===== src/rtl/display_pkg.sv =====
// Shared display timing constants and derived-constant helpers for the scanout and HDMI paths.
package display_pkg;

  localparam int unsigned DEF_H_ACTIVE = 640;
  localparam int unsigned DEF_H_FP     = 16;
  localparam int unsigned DEF_H_SYNC   = 96;
  localparam int unsigned DEF_H_BP     = 48;
  localparam int unsigned DEF_V_ACTIVE = 480;
  localparam int unsigned DEF_V_FP     = 10;
  localparam int unsigned DEF_V_SYNC   = 2;
  localparam int unsigned DEF_V_BP     = 33;
  localparam int unsigned DEF_BPP      = 8;

  function automatic int unsigned h_total(input int unsigned act, input int unsigned fp,
                                          input int unsigned sync, input int unsigned bp);
    return act + fp + sync + bp;
  endfunction

  function automatic int unsigned v_total(input int unsigned act, input int unsigned fp,
                                          input int unsigned sync, input int unsigned bp);
    return act + fp + sync + bp;
  endfunction

  function automatic int unsigned ppw(input int unsigned bpp);
    return 32 / bpp;
  endfunction

  function automatic int unsigned line_stride(input int unsigned h_act, input int unsigned bpp);
    return (h_act * bpp) / 8;
  endfunction

  // One spare code so the exclusive upper sync bound always fits the counter width.
  function automatic int unsigned cnt_width(input int unsigned total);
    return $clog2(total + 1);
  endfunction

endpackage


===== src/rtl/video_timing_gen.sv =====
// Raster position counters with active-area, sync and frame-origin decode.
module video_timing_gen
  import display_pkg::*;
#(
  parameter int unsigned H_ACTIVE = DEF_H_ACTIVE,
  parameter int unsigned H_FP     = DEF_H_FP,
  parameter int unsigned H_SYNC   = DEF_H_SYNC,
  parameter int unsigned H_BP     = DEF_H_BP,
  parameter int unsigned V_ACTIVE = DEF_V_ACTIVE,
  parameter int unsigned V_FP     = DEF_V_FP,
  parameter int unsigned V_SYNC   = DEF_V_SYNC,
  parameter int unsigned V_BP     = DEF_V_BP,
  parameter int unsigned HW       = cnt_width(h_total(H_ACTIVE, H_FP, H_SYNC, H_BP)),
  parameter int unsigned VW       = cnt_width(v_total(V_ACTIVE, V_FP, V_SYNC, V_BP))
) (
  input  logic          clk,
  input  logic          rst_n,
  input  logic          en,
  output logic [HW-1:0] h_cnt,
  output logic          active_c,
  output logic          hsync_c,
  output logic          vsync_c,
  output logic          first_c
);

  localparam int unsigned H_TOTAL = h_total(H_ACTIVE, H_FP, H_SYNC, H_BP);
  localparam int unsigned V_TOTAL = v_total(V_ACTIVE, V_FP, V_SYNC, V_BP);

  logic [VW-1:0] v_cnt;

  // Disabled scanout parks the raster at the frame origin.
  always_ff @(posedge clk or negedge rst_n) begin
    if (!rst_n) begin
      h_cnt <= '0;
      v_cnt <= '0;
    end else if (!en) begin
      h_cnt <= '0;
      v_cnt <= '0;
    end else if (h_cnt == HW'(H_TOTAL - 1)) begin
      h_cnt <= '0;
      v_cnt <= (v_cnt == VW'(V_TOTAL - 1)) ? '0 : v_cnt + VW'(1);
    end else begin
      h_cnt <= h_cnt + HW'(1);
    end
  end

  always_comb begin
    active_c = (h_cnt < HW'(H_ACTIVE)) && (v_cnt < VW'(V_ACTIVE));
    hsync_c  = (h_cnt >= HW'(H_ACTIVE + H_FP)) && (h_cnt < HW'(H_ACTIVE + H_FP + H_SYNC));
    vsync_c  = (v_cnt >= VW'(V_ACTIVE + V_FP)) && (v_cnt < VW'(V_ACTIVE + V_FP + V_SYNC));
    first_c  = (h_cnt == '0) && (v_cnt == '0);
  end

endmodule


===== src/rtl/display_scanout.sv =====
// Framebuffer scanout: raster position -> word fetch (stage 1) -> unpacked pixel and syncs (stage 2).
module display_scanout
  import display_pkg::*;
#(
  parameter int unsigned H_ACTIVE = DEF_H_ACTIVE,
  parameter int unsigned H_FP     = DEF_H_FP,
  parameter int unsigned H_SYNC   = DEF_H_SYNC,
  parameter int unsigned H_BP     = DEF_H_BP,
  parameter int unsigned V_ACTIVE = DEF_V_ACTIVE,
  parameter int unsigned V_FP     = DEF_V_FP,
  parameter int unsigned V_SYNC   = DEF_V_SYNC,
  parameter int unsigned V_BP     = DEF_V_BP,
  parameter int unsigned BPP      = DEF_BPP,
  parameter logic        HS_POL   = 1'b0,
  parameter logic        VS_POL   = 1'b0
) (
  input  logic           clk,
  input  logic           rst_n,
  input  logic           en,
  input  logic [31:0]    fb_base,
  output logic [31:0]    displayAddr,
  input  logic [31:0]    displayData,
  output logic [BPP-1:0] pixel,
  output logic           de,
  output logic           hsync,
  output logic           vsync,
  output logic           frame_start
);

  localparam int unsigned PPW = ppw(BPP);
  localparam int unsigned HW  = cnt_width(h_total(H_ACTIVE, H_FP, H_SYNC, H_BP));
  localparam int unsigned VW  = cnt_width(v_total(V_ACTIVE, V_FP, V_SYNC, V_BP));

  logic [HW-1:0]  h_cnt;
  logic           active_c, hsync_c, vsync_c, first_c;
  logic           fetch_c;
  logic [HW-1:0]  sel_c;
  logic [31:0]    cur_addr_c;
  logic [31:0]    src_word_c;
  logic [BPP-1:0] pix_c;
  logic [31:0]    word_addr;
  logic [31:0]    word_q;
  logic           s1_active, s1_hs, s1_vs, s1_first, s1_fetch;
  logic [HW-1:0]  s1_sel;

  video_timing_gen #(
    .H_ACTIVE(H_ACTIVE), .H_FP(H_FP), .H_SYNC(H_SYNC), .H_BP(H_BP),
    .V_ACTIVE(V_ACTIVE), .V_FP(V_FP), .V_SYNC(V_SYNC), .V_BP(V_BP),
    .HW(HW), .VW(VW)
  ) u_timing (
    .clk      (clk),
    .rst_n    (rst_n),
    .en       (en),
    .h_cnt    (h_cnt),
    .active_c (active_c),
    .hsync_c  (hsync_c),
    .vsync_c  (vsync_c),
    .first_c  (first_c)
  );

  // Frame origin re-latches the base so a mid-frame fb_base change waits for the next frame.
  always_comb begin
    sel_c      = HW'(32'(h_cnt) % PPW);
    fetch_c    = en && active_c && (sel_c == '0);
    cur_addr_c = first_c ? (fb_base & 32'hFFFF_FFFC) : word_addr;
    src_word_c = s1_fetch ? displayData : word_q;
    pix_c      = BPP'(src_word_c >> (32'(s1_sel) * BPP));
  end

  always_ff @(posedge clk or negedge rst_n) begin
    if (!rst_n) begin
      displayAddr <= '0;
      word_addr   <= '0;
      s1_active   <= 1'b0;
      s1_hs       <= 1'b0;
      s1_vs       <= 1'b0;
      s1_first    <= 1'b0;
      s1_fetch    <= 1'b0;
      s1_sel      <= '0;
    end else begin
      s1_active <= en && active_c;
      s1_hs     <= en && hsync_c;
      s1_vs     <= en && vsync_c;
      s1_first  <= en && first_c;
      s1_fetch  <= fetch_c;
      s1_sel    <= sel_c;
      if (fetch_c) begin
        displayAddr <= cur_addr_c;
        word_addr   <= cur_addr_c + 32'd4;
      end
    end
  end

  always_ff @(posedge clk or negedge rst_n) begin
    if (!rst_n) begin
      de          <= 1'b0;
      pixel       <= '0;
      frame_start <= 1'b0;
      hsync       <= ~HS_POL;
      vsync       <= ~VS_POL;
      word_q      <= '0;
    end else if (!en) begin
      de          <= 1'b0;
      pixel       <= '0;
      frame_start <= 1'b0;
      hsync       <= ~HS_POL;
      vsync       <= ~VS_POL;
    end else begin
      de          <= s1_active;
      pixel       <= s1_active ? pix_c : '0;
      frame_start <= s1_first;
      hsync       <= s1_hs ? HS_POL : ~HS_POL;
      vsync       <= s1_vs ? VS_POL : ~VS_POL;
      if (s1_fetch) word_q <= displayData;
    end
  end

endmodule

===== config.mk =====
export PLATFORM = sky130hd
export DESIGN_NAME = display_scanout
export DESIGN_NICKNAME = d
export VERILOG_FILES = /design/src/rtl/display_pkg.sv /design/src/rtl/video_timing_gen.sv /design/src/rtl/display_scanout.sv
export SDC_FILE = /design/constraint.sdc
export NUM_CORES = 1
export LEC_CHECK = 0
export ABC_AREA = 0
export CAP_MARGIN = 30
export CORE_UTILIZATION = 49
export DETAILED_ROUTE_END_ITERATION = 6
export HOLD_SLACK_MARGIN = 0.1
export PLACE_DENSITY = 0.76
export RECOVER_POWER = 100
export SLEW_MARGIN = 10
export SYNTH_ARGS = -nofsm -noshare
export SYNTH_HDL_FRONTEND = slang
export SYNTH_HIERARCHICAL = 1
export SYNTH_SLANG_ARGS = --single-unit

===== constraint.sdc =====
create_clock -name clk -period 4.2 [get_ports clk]
set_input_delay 0.63 -clock clk [delete_from_list [all_inputs] [get_ports clk]]
set_output_delay 0.63 -clock clk [all_outputs]
set_load 0.02 [all_outputs]

==> reports/metrics.yaml, run 1 <==
pin_count: 111
nets: 894
dp_hpwl_um: 11700
yosys_warnings: 6
diodes: 0
critPathKind: "reg2reg"
power_uw: 4840
multiInputGateArea_sq_um: 3750
gr-total-overflow: 0
synth_top_area_cell: "dfrtp_1"
coreArea_sq_um: 14500
start_util: 0.501
yosysUniqueCellTypes: 65
ys_async_sr_fraction: 1.00
reg2reg_to: "word_addr[19]$_DFFE_PN0N_"
portBuffers: 106
ff2ff_path_depth: 13
cts_buffers: 17
drive_gt1_frac: 0.138
rows: 44
area_growth_pct: 25.5
min_to: "hsync$_DFF_PN1_"
first_iter_violations: 550
hold_viol: 0
required_ns: 4.46
yosys-top-cells-area: "dfrtp_1 (44%), mux2_2 (5.4%), mux4_2 (5.0%)"
synthFlopType: "dfrtp_1"
arrival_ns: 4.14
period_minus_slack_ns: 3.87
grt_pass1_vias: 5840
synth_top_area_share: 0.445
final-seq-area_sq_um: 3280
whs_path_depth: 1
drtAntennaViolNets: 0
seq_area_frac_synth: 0.452
finalNonFillerCells: 1019
firstDrtPassIters: 7
end_kind: "flop"
fin_skew_ns: 0.00710
worstMarginPinSlew_ns: 1.76
postSynthCellCount: 719
placed_area_sq_um: 8520
dieArea_sq_um: 15300
irDropWorstVdd_uv: 391
crit_path_max_fanout: 46
synth_seq_cells: 131
cts_tree: "built"
n_fill_cell: 1120
status: "complete, but fails checks"
antenna_found_initial: 0
timing.rr.start: "u_timing/h_cnt[6]$_DFF_PN0_"
violations: "DRC, capacitance limit, slew limit"
syn_area_sq_um: 7250
clock_latency_ns: 0.42
fin_setup_tns_ns: 0
synth-edff-count: 0
crit_path_start_kind: "flop"
grt_max_degree: 74
r2r_slack_ns: 0.33
clkSlewWorstSetupHoldPaths_ns: 0.06
hold-worst-slack_ns: 0.372
clock.fmax_mhz: 258
die_h_um: 124
via_per_inst: 5.84
wl_um: 17500
cts.sinks: 131
wl_per_cell_um: 17.2
place_congestion: 0.836
max_cap_violations: 3
route.detailed.drc: 1
setup_violations: 0
power.density_nw_per_um2: 532
htreeDepth: 4
slew_viol_final: 163
final_area_sq_um: 9100
post-route-period-util: 0.922
cts-root-buf: "clkbuf_16"
p_leak_uw: 0.00368
die_w_um: 124
syn_avg_cell_area_sq_um: 10.1
placed_cells_incl_taps: 982
hold_path.class: "reg2reg"
grt_pass1_wl_um: 28300
cp-startpoint: "u_timing/h_cnt[6]$_DFF_PN0_"
track_usage: 0.238
cts_max_path_buffers: 2
num_vias: 5951
min_from: "s1_hs$_DFF_PN0_"
slew_headroom: -0.173
==> report_power, final <==
group	total (uW)	switching [uW]	internal, uW
Combinational	1520	806	719
Clock	1460	588	870
Sequential	1860	277	1580
Total	4840	1670	3170
==> critical path, cell delays in order, from the launching register on <==
cell and delay (ns):
dfrtp_1 0.44, or2_2 0.35, nor3_1 0.16, nand4_1 0.19
nor4_4 0.38, buf_4 0.45, nand3_1 0.20, a222oi_1 0.38
clkbuf_1 0.20, buf_4 0.17, and2_0 0.32, nand4_1 0.16
mux2i_1 0.16, o221ai_1 0.13
==> synth_stat cells (all sizes together) (2+ instances only) <==
cell	n
or3	6
and3	2
a21oi	25
inv	13
or2	3
nor3b	5
and2	8
nand3	24
clkbuf	19
o22a	4
nand3b	11
o21ai	55
o211ai	12
mux2i	33
nor4	7
a22o	5
xnor2	17
nor3	28
nor2b	13
nor2	42
nand2	85
nand4b	3
o2bb2a	3
dfstp	2
mux2	35
dfrtp	129
o31ai	6
nand4	11
a32oi	2
a22oi	13
o21a	3
xor2	15
nand2b	9
ha	5
buf	25
mux4	16
a21boi	2
a31oi	8
==> worst max-delay path by stage <==
stage | to | slack, ns
final | word_addr[19]$_DFFE_PN0N_ | 0.33
after global placement | word_addr[22]$_DFFE_PN0N_ | 0.29
after global routing | word_addr[31]$_DFFE_PN0N_ | -0.02
after floorplan | word_addr[22]$_DFFE_PN0N_ | 0.04
after CTS | word_addr[22]$_DFFE_PN0N_ | 0.17
after detailed placement | word_addr[22]$_DFFE_PN0N_ | 0.18
==> metal layers <==
layer  vias up  GRT usage  wire length [um]  part of all wire
li1       2803          -                 -                 -
met1      2973      0.305              7590              0.43
met2       149      0.397              8860              0.51
met3        26     0.0453               770             0.044
met4         0     0.0911               322             0.018
met5         -          0                 0                 0
==> area by class of cell <==
| type | instances | share of cell area |
|---|---|---|
| multi-input combinational | 532 | 0.412 |
| clock inverter | 12 | 0.0132 |
| inverter | 13 | 0.00536 |
| timing repair buffer | 127 | 0.133 |
| clock buffer | 20 | 0.0513 |
| tap | 184 | 0.0253 |
| sequential | 131 | 0.360 |
==> through the flow <==
stage / util / setup slack [ns]
2_1_floorplan: - / 0.0382
3_3_place_gp: 0.587 / 0.291
3_5_place_dp: 0.589 / 0.179
4_1_cts: 0.629 / 0.168
5_1_grt: 0.629 / -0.0192
6_report: 0.629 / 0.327
==> placed cells by master, fill, tap and decap left out, types with 12 or more instances in the layout <==
master	count
clkdlybuf4s50_1	62
mux4_2	16
nor2b_1	13
dfrtp_1	129
a21oi_1	25
o21ai_0	55
dlygate4sd3_1	44
inv_1	13
a22oi_1	13
xnor2_1	17
nor3_1	26
o211ai_1	12
nand3_1	24
mux2i_1	33
xor2_1	15
nor2_1	42
mux2_2	35
clkbuf_16	17
nand2_1	85
==> what timing repair did <==
item	4_1_cts	5_1_grt
setup endpoints to repair	0	15
resized for setup	0	3
hold buffers	0	1
hold endpoints to repair	0	3
buffers inserted	0	3
==> flip-flops by register name (all words and copies together) (netlist names), 2 cells and up <==
name,flops
word_q,32
displayAddr,30
word_addr,30
u_timing/h_cnt,10
u_timing/v_cnt,10
pixel,8
s1_sel,2
==> kinds of logic after synthesis <==
| kind of cell | after synthesis | share of synthesized area |
|---|---|---|
| flops | 131 | 0.452 |
| fa+ha+maj | 5 | 0.00862 |
| other cells | 1 | 0.000517 |
| mux | 84 | 0.150 |
| buf+inv | 57 | 0.0336 |
| compound gates | 148 | 0.132 |
| xor+xnor | 32 | 0.0386 |
| simple gates | 261 | 0.185 |
Power figures use the tool's default switching activity.
==> run 2: changes to the inputs <==
ABC_AREA = 1   (was 0)
CORE_UTILIZATION = 50   (was 49)
PLACE_DENSITY = 0.78   (was 0.76)
==> run 2 against run 1 <==
The run ends with capacitance limit, slew limit left. Critical path depth is 1 lower. Routed wire length is 1.6% lower. Setup slack better by 0.36 ns. Die area is 0.92% lower. Clock power is 9% higher. Hold slack worse by 0.0045 ns. First-iteration DRC count is 13% lower. Combinational power is 33% lower. Global-route usage is 0.46 points higher. Critical path type unchanged. Highest routed layer unchanged.
==> reports/metrics.yaml, run 2 <==
status: "complete, but fails checks"
violations: "capacitance limit, slew limit"
power.density_nw_per_um2: 469  # -12%
crit_chain: "inv_1, nor2_1, nand2_1, nand3_1, nor2_1, nand2_1, nor3_2, clkbuf_1, nand2_1, nor2_1, nand3_1, nand3_1"
final-seq-area_sq_um: 3280  # unchanged
portBuffers: 106  # unchanged
cts_tree: "built"
htreeDepth: 4  # unchanged
post-route-period-util: 0.837  # -0.0857
coreArea_sq_um: 14100  # -2.6%
place_congestion: 0.878  # +5.0%
synth_top_area_share: 0.440  # -0.00478
dp_hpwl_um: 11700  # +0.44%
syn_area_sq_um: 7330  # +1.1%
grt_max_degree: 106  # +43%
slowest_delay_ns: 1.55  # +1.10 ns
finalNonFillerCells: 1257  # +23%
largest_registers: "word_q (32), displayAddr (30), word_addr (30)"
nets: 1136  # +27%
num_vias: 6503  # +9.3%
diodes: 0  # unchanged
cts_hold_buf: 0  # unchanged
antenna_found_initial: 0  # unchanged
worstMarginPinSlew_ns: 2.25  # +0.494 ns
placed_cells_incl_taps: 1223  # +25%
crit_path_start_kind: "flop"
clock.fmax_mhz: 285  # +10%
synth-edff-count: 0  # unchanged
dieArea_sq_um: 15200  # -0.92%
via_per_inst: 5.17  # -11%
fin_setup_tns_ns: 0  # unchanged
first_iter_violations: 479  # -13%
fin_skew_ns: 0.0103  # +0.00323 ns
cts_max_path_buffers: 2  # unchanged
hold_path.class: "reg2reg"
gr-total-overflow: 0  # unchanged
slew_viol_final: 99  # -39%
grt_pass1_vias: 6017  # +3.0%
synth_seq_cells: 131  # unchanged
n_fill_cell: 1212  # +8.2%
clkSlewWorstSetupHoldPaths_ns: 0.07  # about the same
p_leak_uw: 0.00421  # +14%
crit_path_max_fanout: 46  # unchanged
end_kind: "flop"
multiInputGateArea_sq_um: 3420  # -8.6%
irDropWorstVdd_uv: 302  # -23%
arrival_ns: 3.87  # -0.27 ns
max_cap_violations: 3  # unchanged
yosysMostFrequentCell: "nand2_1"
largest_reg_flops: 32  # unchanged
post_cts_resized: 0  # unchanged
pin_count: 111  # unchanged
start_util: 0.520  # +0.0192
regMostFlops: "word_q"
seq_area_frac_synth: 0.447  # -0.00486
yosys_warnings: 6  # unchanged
postSynthCellCount: 971  # +35%
r2r_slack_ns: 0.69  # +0.36 ns
cts.sinks: 131  # unchanged
die_h_um: 123  # -0.46%
slew_headroom: -0.502  # -0.330
mostFrequentLayoutCell: "nand2_1"
cpMaxStageDelayCell: "clkbuf_1"
hold-worst-slack_ns: 0.367  # -0.00445 ns
track_usage: 0.243  # +0.00464
yosys-top-cells-area: "dfrtp_1 (44%), nand2_1 (15%), nor2_1 (6.1%)"
route.detailed.drc: 0  # -1
firstDrtPassIters: 5  # -2
rsz0062_at_grt: "no"
area_growth_pct: 22.6
ys_async_sr_fraction: 1.00  # unchanged
drive_gt1_frac: 0.100  # -0.0374
clock_latency_ns: 0.42  # about the same
final_core_util: 0.638  # +0.00917
rows: 43  # -2.3%
critPathKind: "reg2reg"
synthFlopType: "dfrtp_1"
synth_common_cells: "nand2_1 (292), dfrtp_1 (129), nor2_1 (119), nand3_1 (74), inv_1 (72)"
wl_um: 17300  # -1.6%
synth_top_area_cell: "dfrtp_1"
die_w_um: 123  # -0.46%
setup_violations: 0  # unchanged
grt_pass1_wl_um: 28400  # +0.24%
period_minus_slack_ns: 3.51  # -0.360 ns
required_ns: 4.56  # +0.10 ns
hold_viol: 0  # unchanged
mostFrequentLayoutCells: "nand2_1 (297), dfrtp_1 (129), nor2_1 (126)"
cts_setup_buffers: 0  # unchanged
cts_buffers: 17  # unchanged
yosysUniqueCellTypes: 39  # -40%
cts-root-buf: "clkbuf_16"
wl_per_cell_um: 13.7  # -20%
drtAntennaViolNets: 0  # unchanged
syn_avg_cell_area_sq_um: 7.55  # -25%
[run 2: cells by family (layout without fill, tap and decap cells)]
group	count (synthesis)	in the layout	synth area share
AND/OR/NAND/NOR	580	580	0.359
AO/OA/AOI/OAI	117	117	0.0877
buffers and inverters	121	226	0.0747
multiplexers	14	14	0.0195
adder cells (fa/ha/maj)	5	5	0.00853
XOR/XNOR	2	2	0.00239
other	1	2	0.000511
flip-flops	131	131	0.447
[run 2: routing by layer]
layer	wire length (um)	GRT usage
met2	7990	0.381
met1	8060	0.333
met4	282	0.0791
met3	931	0.0540
met5	0	0
[run 2: worst paths after layout]
check | end | start | cells after the start
worst max-delay path | word_addr[27]$_DFFE_PN0N_ | u_timing/h_cnt[9]$_DFF_PN0_ | 12
worst min-delay path | vsync$_DFF_PN1_ | s1_vs$_DFF_PN0_ | 1
worst max register to register | word_addr[27]$_DFFE_PN0N_ | u_timing/h_cnt[9]$_DFF_PN0_ | 12
worst min register to register | vsync$_DFF_PN1_ | s1_vs$_DFF_PN0_ | 1
max in group asynchronous | word_addr[31]$_DFFE_PN0N_ | rst_n | 4
min in group asynchronous | u_timing/v_cnt[2]$_DFFE_PN0P_ | rst_n | 2
[run 2: area by class of cell]
type | instances | area share
Multi-Input combinational cell | 720 | 0.381
Sequential cell | 131 | 0.365
Timing Repair Buffer | 115 | 0.125
Clock buffer | 17 | 0.0473
Inverter | 79 | 0.0335
Tap cell | 180 | 0.0251
Clock inverter | 15 | 0.0228
[run 2: stage by stage]
stage                     total power, uW  instance area, sq um  setup slack, ns
after floorplan                      2290                  7340             1.75
after global placement               2650                  8430             1.10
after global routing                 4440                  8990            0.307
final                                4220                  8990            0.686
after detailed placement             2680                  8430            0.997
after CTS                            4280                  9060            0.985
[run 2: power by group]
group	switching, uW	internal (uW)
logic	626	394
clock network	591	999
registers	119	1490
total	1340	2880
[run 2: critical path: cells and delay by family (launching register included)]
family / cells / cell delay [ns]
flip-flops: 1 / 0.43
buffers and inverters: 2 / 1.65
AND/OR/NAND/NOR: 10 / 1.36
==> run 3: changes to the inputs <==
CORE_UTILIZATION = 55   (was 50)
PLACE_DENSITY = 0.81   (was 0.78)
clock period = 3.4 ns   (was 4.2 ns; I/O delays follow)
==> run 3 against run 2 <==
Clock skew shrank 0.0031 ns. Hold slack lost 0.0015 ns. Register-to-register slack got worse by 0.31 ns. Critical path type unchanged. Combinational power rose by 23%. Total power rose by 22%. Clock-buffer cell count is 5 higher. Die area is 8.9% lower. Clock power increased by 20%. First-iteration DRC count grew 14%. The run still ends with capacitance limit, slew limit left. Sequential cell count did not move. Via count up 1.1%. Cell area fell by 0.19%.
==> reports/metrics.yaml, run 3 (synthesis results as in run 2) <==
grt_max_degree: 73  # -31%
crit_path_start_kind: "flop"
wl_per_cell_um: 13.9  # +1.2%
worstMarginPinSlew_ns: 1.50  # -0.749 ns
start_util: 0.572  # +0.0516
rows: 41  # -4.7%
power_uw: 5150  # +22%
crit_chain: "inv_1, ha_1, nand2_1, nor3_1, nand3_1, nor2_2, nand2_1, o21a_4, inv_1, ha_1, nand2_1, nor2_4, nand2_1, nor2_1, nand2_1, nand2_1, nand3_1"
hold_path.class: "reg2reg"
regMostFlops: "word_q"
setup_ws_ns: 0.374  # -0.313 ns
cts_tree: "built"
irDropWorstVdd_uv: 405  # +34%
pre_cts_slack_ns: 0.493  # -0.504 ns
via_per_inst: 5.26  # +1.7%
dieArea_sq_um: 13800  # -8.9%
setup_violations: 0  # unchanged
status: "complete, but fails checks"
cpMaxStageDelayCell: "dfrtp_1"
timing.rr.start: "u_timing/v_cnt[0]$_DFFE_PN0P_"
track_usage: 0.265  # +0.0227
drtAntennaViolNets: 0  # unchanged
required_ns: 3.70  # -0.86 ns
slew_viol_final: 63  # -36%
n_fill_cell: 1051  # -13%
p_leak_uw: 0.00425  # +0.77%
violations: "capacitance limit, slew limit"
critPathMostFrequentCell: "nand2_1"
firstDrtPassIters: 5  # unchanged
coreArea_sq_um: 12800  # -9.0%
post_cts_resized: 0  # unchanged
arrival_ns: 3.32  # -0.55 ns
cts.sinks: 131  # unchanged
grt_pass1_wl_um: 29300  # +3.3%
largest_registers: "word_q (32), displayAddr (30), word_addr (30)"
cts_setup_buffers: 0  # unchanged
placed_area_sq_um: 8460  # +0.27%
period_minus_slack_ns: 3.03  # -0.487 ns
diodes: 0  # unchanged
cts_buffers: 17  # unchanged
cts-root-buf: "clkbuf_16"
clkSlewWorstSetupHoldPaths_ns: 0.06  # about the same
grt_pass1_vias: 6176  # +2.6%
dp_hpwl_um: 11800  # +0.13%
route.detailed.drc: 0  # unchanged
antenna_found_initial: 0  # unchanged
min_from: "s1_hs$_DFF_PN0_"
first_iter_violations: 544  # +14%
clock_latency_ns: 0.43  # about the same
htreeDepth: 4  # unchanged
crit_path_max_fanout: 7  # -85%
mostFrequentLayoutCell: "nand2_1"
cp_num_buf_inv: 2  # unchanged
cts_hold_buf: 1  # +1
final_core_util: 0.700  # +0.0618
rsz0062_at_grt: "no"
hold_viol: 0  # unchanged
area_growth_pct: 22.4
nets: 1136  # unchanged
largest_reg_flops: 32  # unchanged
fin_skew_ns: 0.00727  # -0.00307 ns
place_congestion: 0.920  # +4.7%
slew_headroom: -0.00311  # +0.499
max_cap_violations: 1  # -2
cp-startpoint: "u_timing/v_cnt[0]$_DFFE_PN0P_"
final-seq-area_sq_um: 3280  # unchanged
multiInputGateArea_sq_um: 3440  # +0.44%
die_h_um: 117  # -4.6%
end_kind: "flop"
power.density_nw_per_um2: 574  # +22%
num_vias: 6573  # +1.1%
clock.fmax_mhz: 330  # +16%
fin_setup_tns_ns: 0  # unchanged
final_area_sq_um: 8970  # -0.19%
wl_um: 17400  # +0.57%
critPathKind: "reg2reg"
cts_max_path_buffers: 2  # unchanged
die_w_um: 117  # -4.6%
slowest_delay_ns: 0.42  # -1.13 ns
portBuffers: 106  # unchanged
cp_top_family: "simple AND/OR/NAND/NOR gates"
post-route-period-util: 0.890  # +0.0535
drive_gt1_frac: 0.0966  # -0.00371
gr-total-overflow: 0  # unchanged
pin_count: 111  # unchanged
mostFrequentLayoutCells: "nand2_1 (297), dfrtp_1 (129), nor2_1 (126)"
## run 3: worst paths after layout
kind / to / slack [ns] / cells after the start
worst min register to register: hsync$_DFF_PN1_ / 0.37 / 1
min in group asynchronous: u_timing/v_cnt[4]$_DFFE_PN0P_ / 0.97 / 2
worst min-delay path: hsync$_DFF_PN1_ / 0.37 / 1
max in group asynchronous: displayAddr[31]$_DFFE_PN0N_ / 0.64 / 3
worst max-delay path: word_addr[24]$_DFFE_PN0N_ / 0.37 / 17
worst max register to register: word_addr[24]$_DFFE_PN0N_ / 0.37 / 17
## run 3: through the flow
stage | hold slack [ns] | instances
after floorplan | 0.214 | 972
after global placement | 0.359 | 1216
after detailed placement | 0.356 | 1216
after CTS | 0.366 | 1249
after global routing | 0.393 | 1249
final | 0.366 | 1249
## run 3: power breakdown
| part | internal [uW] | switching, uW |
|---|---|---|
| sequential | 1840 | 155 |
| combinational | 483 | 765 |
| clock | 1240 | 666 |
## run 3: layout make-up
cell class / instances / share of cell area
Multi-Input combinational cell: 720 / 0.383
Clock buffer: 22 / 0.0506
Sequential cell: 131 / 0.366
Inverter: 79 / 0.0336
Timing Repair Buffer: 115 / 0.125
Tap cell: 172 / 0.0240
Clock inverter: 10 / 0.0177
## run 3: layer usage
| layer | global-route usage | wire length (um) | part of all wire | vias up |
|---|---|---|---|---|
| met3 | 0.0557 | 973 | 0.056 | 30 |
| li1 | - | - | - | 3279 |
| met4 | 0.101 | 418 | 0.024 | 0 |
| met5 | 0 | 0 | 0 | - |
| met2 | 0.414 | 7980 | 0.46 | 203 |
| met1 | 0.363 | 7990 | 0.46 | 3061 |
## run 3: worst register-to-register path, cell delays in order (launching register included)
cell	delay [ns]
dfrtp_1	0.42
inv_1	0.09
ha_1	0.20
nand2_1	0.08
nor3_1	0.12
nand3_1	0.11
nor2_2	0.40
nand2_1	0.13
o21a_4	0.15
inv_1	0.08
ha_1	0.17
nand2_1	0.12
nor2_4	0.20
nand2_1	0.14
nor2_1	0.27
nand2_1	0.08
nand2_1	0.07
nand3_1	0.07
